## config.mk

```make
export PLATFORM = sky130hd
export DESIGN_NAME = mul_operand_queue_flat
export DESIGN_NICKNAME = d
export VERILOG_FILES = /design/src/rtl/mul_opq_pkg.sv /design/src/rtl/mul_operand_queue_if.sv /design/src/rtl/opq_fifo.sv /design/src/rtl/mul_operand_queue.sv /design/src/flat_wrapper.sv
export SDC_FILE = /design/constraint.sdc
export NUM_CORES = 1
export LEC_CHECK = 0
export CAP_MARGIN = 20
export CORE_MARGIN = 1.5
export CORE_UTILIZATION = 50
export CTS_CLUSTER_SIZE = 8
export DETAILED_ROUTE_END_ITERATION = 10
export PLACE_DENSITY = 0.75
export SYNTH_ARGS = -nofsm -noshare
export SYNTH_HDL_FRONTEND = slang
export SYNTH_SLANG_ARGS = --single-unit
```

## constraint.sdc

```tcl
create_clock -name clk -period 2.7 [get_ports clk]
set_input_delay 0.54 -clock clk [delete_from_list [all_inputs] [get_ports clk]]
set_output_delay 0.54 -clock clk [all_outputs]
set_load 0.005 [all_outputs]
```

## src/rtl/mul_opq_pkg.sv

```systemverilog
// Shared types for the multiplier operand queue: FSM encoding and drop counter width.
package mul_opq_pkg;

  typedef enum logic {
    OPQ_IDLE = 1'b0,
    OPQ_WAIT = 1'b1
  } opq_state_t;

  localparam int OPQ_DROP_CNT_W = 16;

endpackage

```

## src/rtl/mul_operand_queue_if.sv

```systemverilog
// Producer push port of the operand queue, grouped for connection as one bundle.
interface mul_operand_queue_if #(
  parameter int WIDTH = 32
);
  // A pair transfers at a rising edge where push_valid && push_ready; the producer
  // holds push_valid and both operands stable until that edge, and push_ready
  // never depends on push_valid.
  logic             push_valid;
  logic             push_ready;
  logic [WIDTH-1:0] push_multiplier;
  logic [WIDTH-1:0] push_multiplicand;

  modport master (
    output push_valid,
    output push_multiplier,
    output push_multiplicand,
    input  push_ready
  );

  modport slave (
    input  push_valid,
    input  push_multiplier,
    input  push_multiplicand,
    output push_ready
  );
endinterface

```

## src/rtl/opq_fifo.sv

```systemverilog
// Circular operand-pair store with occupancy count; push/pop are qualified by the caller.
module opq_fifo #(
  parameter int DEPTH = 4,
  parameter int DW    = 64
) (
  input  logic                     clk,
  input  logic                     rst,
  input  logic                     push,
  input  logic                     pop,
  input  logic [DW-1:0]            wdata,
  output logic [DW-1:0]            rdata,
  output logic [$clog2(DEPTH):0]   count,
  output logic                     full,
  output logic                     empty
);
  localparam int AW = $clog2(DEPTH);

  logic [DW-1:0] mem [DEPTH];
  logic [AW-1:0] wr_ptr;
  logic [AW-1:0] rd_ptr;

  // DEPTH is a power of two, so pointers wrap by plain overflow.
  always_ff @(posedge clk or posedge rst) begin
    if (rst) begin
      wr_ptr <= '0;
      rd_ptr <= '0;
      count  <= '0;
    end else begin
      if (push) wr_ptr <= wr_ptr + AW'(1);
      if (pop)  rd_ptr <= rd_ptr + AW'(1);
      case ({push, pop})
        2'b10:   count <= count + (AW+1)'(1);
        2'b01:   count <= count - (AW+1)'(1);
        default: count <= count;
      endcase
    end
  end

  always_ff @(posedge clk) begin
    if (push) mem[wr_ptr] <= wdata;
  end

  assign rdata = mem[rd_ptr];
  assign full  = (count == (AW+1)'(DEPTH));
  assign empty = (count == '0);
endmodule

```

## src/rtl/mul_operand_queue.sv

```systemverilog
// Operand staging queue feeding a multi-cycle multiplier, one pair in flight at a time.
// Optional rejected-push counter on drop_cnt when OPQ_DROP_CNT_EN is defined.
module mul_operand_queue
  import mul_opq_pkg::*;
#(
  parameter int DEPTH = 4,
  parameter int WIDTH = 32
) (
  input  logic                      clk,
  input  logic                      rst,
  mul_operand_queue_if.slave        push,
  output logic [WIDTH-1:0]          multiplier,
  output logic [WIDTH-1:0]          multiplicand,
  output logic                      start,
  input  logic                      mul_done,
  output logic                      busy,
  output logic [$clog2(DEPTH):0]    level,
  output opq_state_t                state
`ifdef OPQ_DROP_CNT_EN
  ,
  output logic [OPQ_DROP_CNT_W-1:0] drop_cnt
`endif
);
  logic               full;
  logic               empty;
  logic               do_push;
  logic               do_pop;
  logic [2*WIDTH-1:0] head;
  opq_state_t         state_q;
  opq_state_t         state_d;

  assign push.push_ready = !full;
  assign do_push         = push.push_valid && !full;

  opq_fifo #(
    .DEPTH (DEPTH),
    .DW    (2*WIDTH)
  ) u_fifo (
    .clk   (clk),
    .rst   (rst),
    .push  (do_push),
    .pop   (do_pop),
    .wdata ({push.push_multiplier, push.push_multiplicand}),
    .rdata (head),
    .count (level),
    .full  (full),
    .empty (empty)
  );

  // mul_done is only honoured once the start pulse has retired.
  always_comb begin
    state_d = state_q;
    do_pop  = 1'b0;
    case (state_q)
      OPQ_IDLE: begin
        if (!empty) begin
          do_pop  = 1'b1;
          state_d = OPQ_WAIT;
        end
      end
      OPQ_WAIT: begin
        if (mul_done && !start) state_d = OPQ_IDLE;
      end
      default: state_d = OPQ_IDLE;
    endcase
  end

  always_ff @(posedge clk or posedge rst) begin
    if (rst) begin
      state_q      <= OPQ_IDLE;
      start        <= 1'b0;
      multiplier   <= '0;
      multiplicand <= '0;
    end else begin
      state_q <= state_d;
      start   <= do_pop;
      if (do_pop) {multiplier, multiplicand} <= head;
    end
  end

  assign busy  = (state_q == OPQ_WAIT);
  assign state = state_q;

`ifdef OPQ_DROP_CNT_EN
  always_ff @(posedge clk or posedge rst) begin
    if (rst) begin
      drop_cnt <= '0;
    end else if (push.push_valid && full && (drop_cnt != '1)) begin
      drop_cnt <= drop_cnt + OPQ_DROP_CNT_W'(1);
    end
  end
`endif
endmodule

```

## src/flat_wrapper.sv

```systemverilog
// flat-port wrapper written by rule: the top's interface ports become plain ports
module mul_operand_queue_flat import mul_opq_pkg::*;
#(
  parameter int DEPTH = 4,
  parameter int WIDTH = 32
)
  (clk, rst, multiplier, multiplicand, start, mul_done, busy, level, state, push_push_valid, push_push_multiplier, push_push_multiplicand, push_push_ready);
  mul_operand_queue_if #(.WIDTH(WIDTH)) push_i ();
  input  logic clk;
  input  logic rst;
  output logic [WIDTH-1:0] multiplier;
  output logic [WIDTH-1:0] multiplicand;
  output logic start;
  input  logic mul_done;
  output logic busy;
  output logic [$clog2(DEPTH):0] level;
  output opq_state_t state;
  input wire logic [$bits(push_i.push_valid)-1:0] push_push_valid;
  input wire logic [$bits(push_i.push_multiplier)-1:0] push_push_multiplier;
  input wire logic [$bits(push_i.push_multiplicand)-1:0] push_push_multiplicand;
  output wire logic [$bits(push_i.push_ready)-1:0] push_push_ready;
  assign push_i.push_valid = push_push_valid;
  assign push_i.push_multiplier = push_push_multiplier;
  assign push_i.push_multiplicand = push_push_multiplicand;
  assign push_push_ready = push_i.push_ready;
  mul_operand_queue #(.DEPTH(DEPTH), .WIDTH(WIDTH)) u_core (.clk(clk), .rst(rst), .push(push_i), .multiplier(multiplier), .multiplicand(multiplicand), .start(start), .mul_done(mul_done), .busy(busy), .level(level), .state(state));
endmodule
```

==> metrics <==
status=finished, final reports clean; Die X=roughly 160 um; number of H-tree levels=2; Final Hold Viols=0; drt total wl=approximately 23000 um; Mapped Area=roughly 0.012 mm^2; DR vias=roughly 5600; Synth cell types=21; # Post-CTS Setup Buffers=0; reg2reg setup slack=390 ps; routed metal-1 wire length=about 9400 um; largest net degree at the start of global routing=67; sequential-to-total area share from yosys stat=approximately four fifths; gpl congestion=roughly 0.73; synthesized netlist cell count=~510; core area=0.02361 mm^2; share of layout cells above drive strength 1=roughly 28%; Clock Sinks=roughly 330; final setup skew=about 11 ps; post_cts resized=0; Setup TNS Final=0 ps; Die ar.=roughly 0.025 mm^2; vias in the first global route=about 6300; post-synth net total=slightly below 600; Pwr Density=about 1200 mW/mm^2; RSZ-0062 raised after global routing=no; starting density of the core=just over 50%; CTS tree=built; layout net count=767; min Tclk post-route=between 2000 and 2500 ps; Area Overhead vs Synth=27.17%; CTS Buf Count=between 40 and 50; first-pass GRT wire length=~35000 um; CP max FO=6; crit path launch type=flip-flop; antenna-violating nets left=0; fin crit share=between 90% and 100%; worst vdd ir=around 0.75 mV; CTS Hold Buffers Added=0; RR Startpoint=u_core.u_fifo.count[0]$_DFFE_PP0P_; met3 WL post-DR=approximately 1200 um; overall routing resource usage=between 10% and 20%; Hold WC Path Type=in -> async; CP required=about 2200 ps; met2 wire len=11870 um; Yosys reg bits=about 330; number of max-cap violations=0; root buffer cell=clkbuf_16; Cells after DPL=between 900 and 1000; commonest non-fill, non-tap cell in the layout=edfxtp_1; DR top layer=met4; synthesized area per cell=between 20 and 25 um^2; count of input and output buffers=~140; clock buffer depth=3; Routed WL per cell=about 22 um; Die Span Y=between 150 and 200 um; Ys Warns=0; Worst setup EP type=output port; Remaining DRCs=0; Slew headroom=62.39%; Core Rows=56; CTS clock-pin slew for the worst setup and hold paths=50 ps; HPWL Detailed=roughly 13000 um; reg2reg path depth=9; final non-filler cell total=roughly 1000; initial antenna violation count=1; DRT iter0 DRCs=a little over 300; Crit Path Category=reg -> out; Worst Max-Slew Pin Slew=about 560 ps; final setup fails=0; Max Freq=between 0.4 and 0.5 GHz; most frequent cells in the layout=256 x edfxtp_1, 138 x clkdlybuf4s50_1, 71 x dfrtp_1, 65 x mux2_2, 64 x mux4_2; I/O Pins=139; CP Data Arrival Time=1900 ps; GR Overflow Total=0; clock latency on the worst-skew pair=520 ps; Leak=approximately 5.3 nW; worst reg2reg endpoint=u_core.u_fifo.count[2]$_DFFE_PP0P_; DR pass1 iterations=4; Via density=5.363; Max Transition Viols Final=0
[cells by family after synthesis]
group / after synthesis / synth area share, %
flip-flops: 329 / 78.62
adder cells (fa/ha/maj): 6 / 0.6824
AO/OA/AOI/OAI: 2 / 0.08272
AND/OR/NAND/NOR: 10 / 0.4963
buffers and inverters: 30 / 1.644
multiplexers: 130 / 18.04
XOR/XNOR: 6 / 0.4342
[critical path, cell delays in order (launching register included)]
cell	delay, ps
dfrtp_1	420
or3b_1	480
clkdlybuf4s50_1	490
[cells in the mapped netlist]
| cell type | n | area, um^2 |
|---|---|---|
| nor3b_1 | 1 | 7.510 |
| fa_1 | 1 | 20.02 |
| and2_1 | 1 | 6.260 |
| clkbuf_1 | 2 | 7.510 |
| edfxtp_1 | 256 | 7687 |
| mux2_2 | 65 | 732.0 |
| o21ai_0 | 2 | 10.01 |
| ha_1 | 5 | 62.56 |
| nor2_1 | 2 | 7.510 |
| nor3_1 | 1 | 5.000 |
| or3b_1 | 1 | 8.760 |
| inv_1 | 8 | 30.03 |
| mux4_2 | 64 | 1441 |
| buf_6 | 9 | 101.4 |
| mux2i_1 | 1 | 10.01 |
| xnor2_1 | 2 | 17.52 |
| and3_1 | 4 | 25.02 |
| xor2_1 | 4 | 35.03 |
| dfrtp_1 | 73 | 1827 |
| buf_4 | 2 | 15.01 |
| buf_2 | 9 | 45.04 |
[layout make-up]
| class | count | area, um^2 |
|---|---|---|
| clock inverters | 1 | 8.758 |
| well taps | 319 | 399.1 |
| multi-input cells | 154 | 2416 |
| repair buffers | 153 | 1657 |
| flip-flops and latches | 329 | 9522 |
| inverters | 8 | 31.28 |
| fillers | 1589 | 8223 |
| clock buffers | 83 | 1354 |
| diodes | 1 | 2.502 |
[report_power, final]
part           internal, mW  leakage [nW]  switching, mW
combinational          3.10          1.46           2.02
clock                  3.34         0.648           1.92
sequential             6.95          3.20          0.715
total                  13.4          5.31           4.66
[sequential cells by signal (all words and copies together), names as in the netlist]
register / flops
u_core.u_fifo.count: 3
u_core.u_fifo.wr_ptr: 2
u_core.busy: 1
u_core.multiplicand: 32
u_core.u_fifo.rd_ptr: 2
u_core.start: 1
u_core.multiplier: 32
u_core.u_fifo.mem: 256
[stage by stage]
stage | power (mW) | worst slack, ps | hold slack, ps | cell area, um^2 | util [%]
finish | 18.05 | 261.6 | 303.8 | 15390 | 65.18
global route | 18.94 | 185.5 | 313.4 | 15390 | 65.17
CTS | 18.33 | 229.3 | 294.8 | 15390 | 65.17
detailed placement | 12.96 | 273.9 | 494.7 | 14020 | 59.39
global placement | 12.74 | 305.5 | 488.5 | 14020 | 59.39
floorplan | 10.69 | 51.00 | 495.7 | 12100 | -
[per-layer routing]
metal  vias up  track usage, %
li1       2467               -
met1      2956           23.97
met2       168           33.37
met3        29           3.974
met4         0           5.563
met5         -               0
[how the worst max path moves through the flow]
| stage | start | endpoint | cells after the start |
|---|---|---|---|
| after global placement | push_push_valid | u_core.u_fifo.count[2]$_DFFE_PP0P_ | 9 |
| after detailed placement | push_push_valid | u_core.u_fifo.count[2]$_DFFE_PP0P_ | 9 |
| final | u_core.u_fifo.count[0]$_DFFE_PP0P_ | push_push_ready | 2 |
| after floorplan | u_core.u_fifo.count[2]$_DFFE_PP0P_ | u_core.u_fifo.mem[0][0]$_DFFE_PP_ | 2 |
| after CTS | u_core.u_fifo.count[0]$_DFFE_PP0P_ | push_push_ready | 2 |
| after global routing | u_core.u_fifo.count[0]$_DFFE_PP0P_ | push_push_ready | 2 |
No activity file was read; power rests on OpenSTA's default activity.
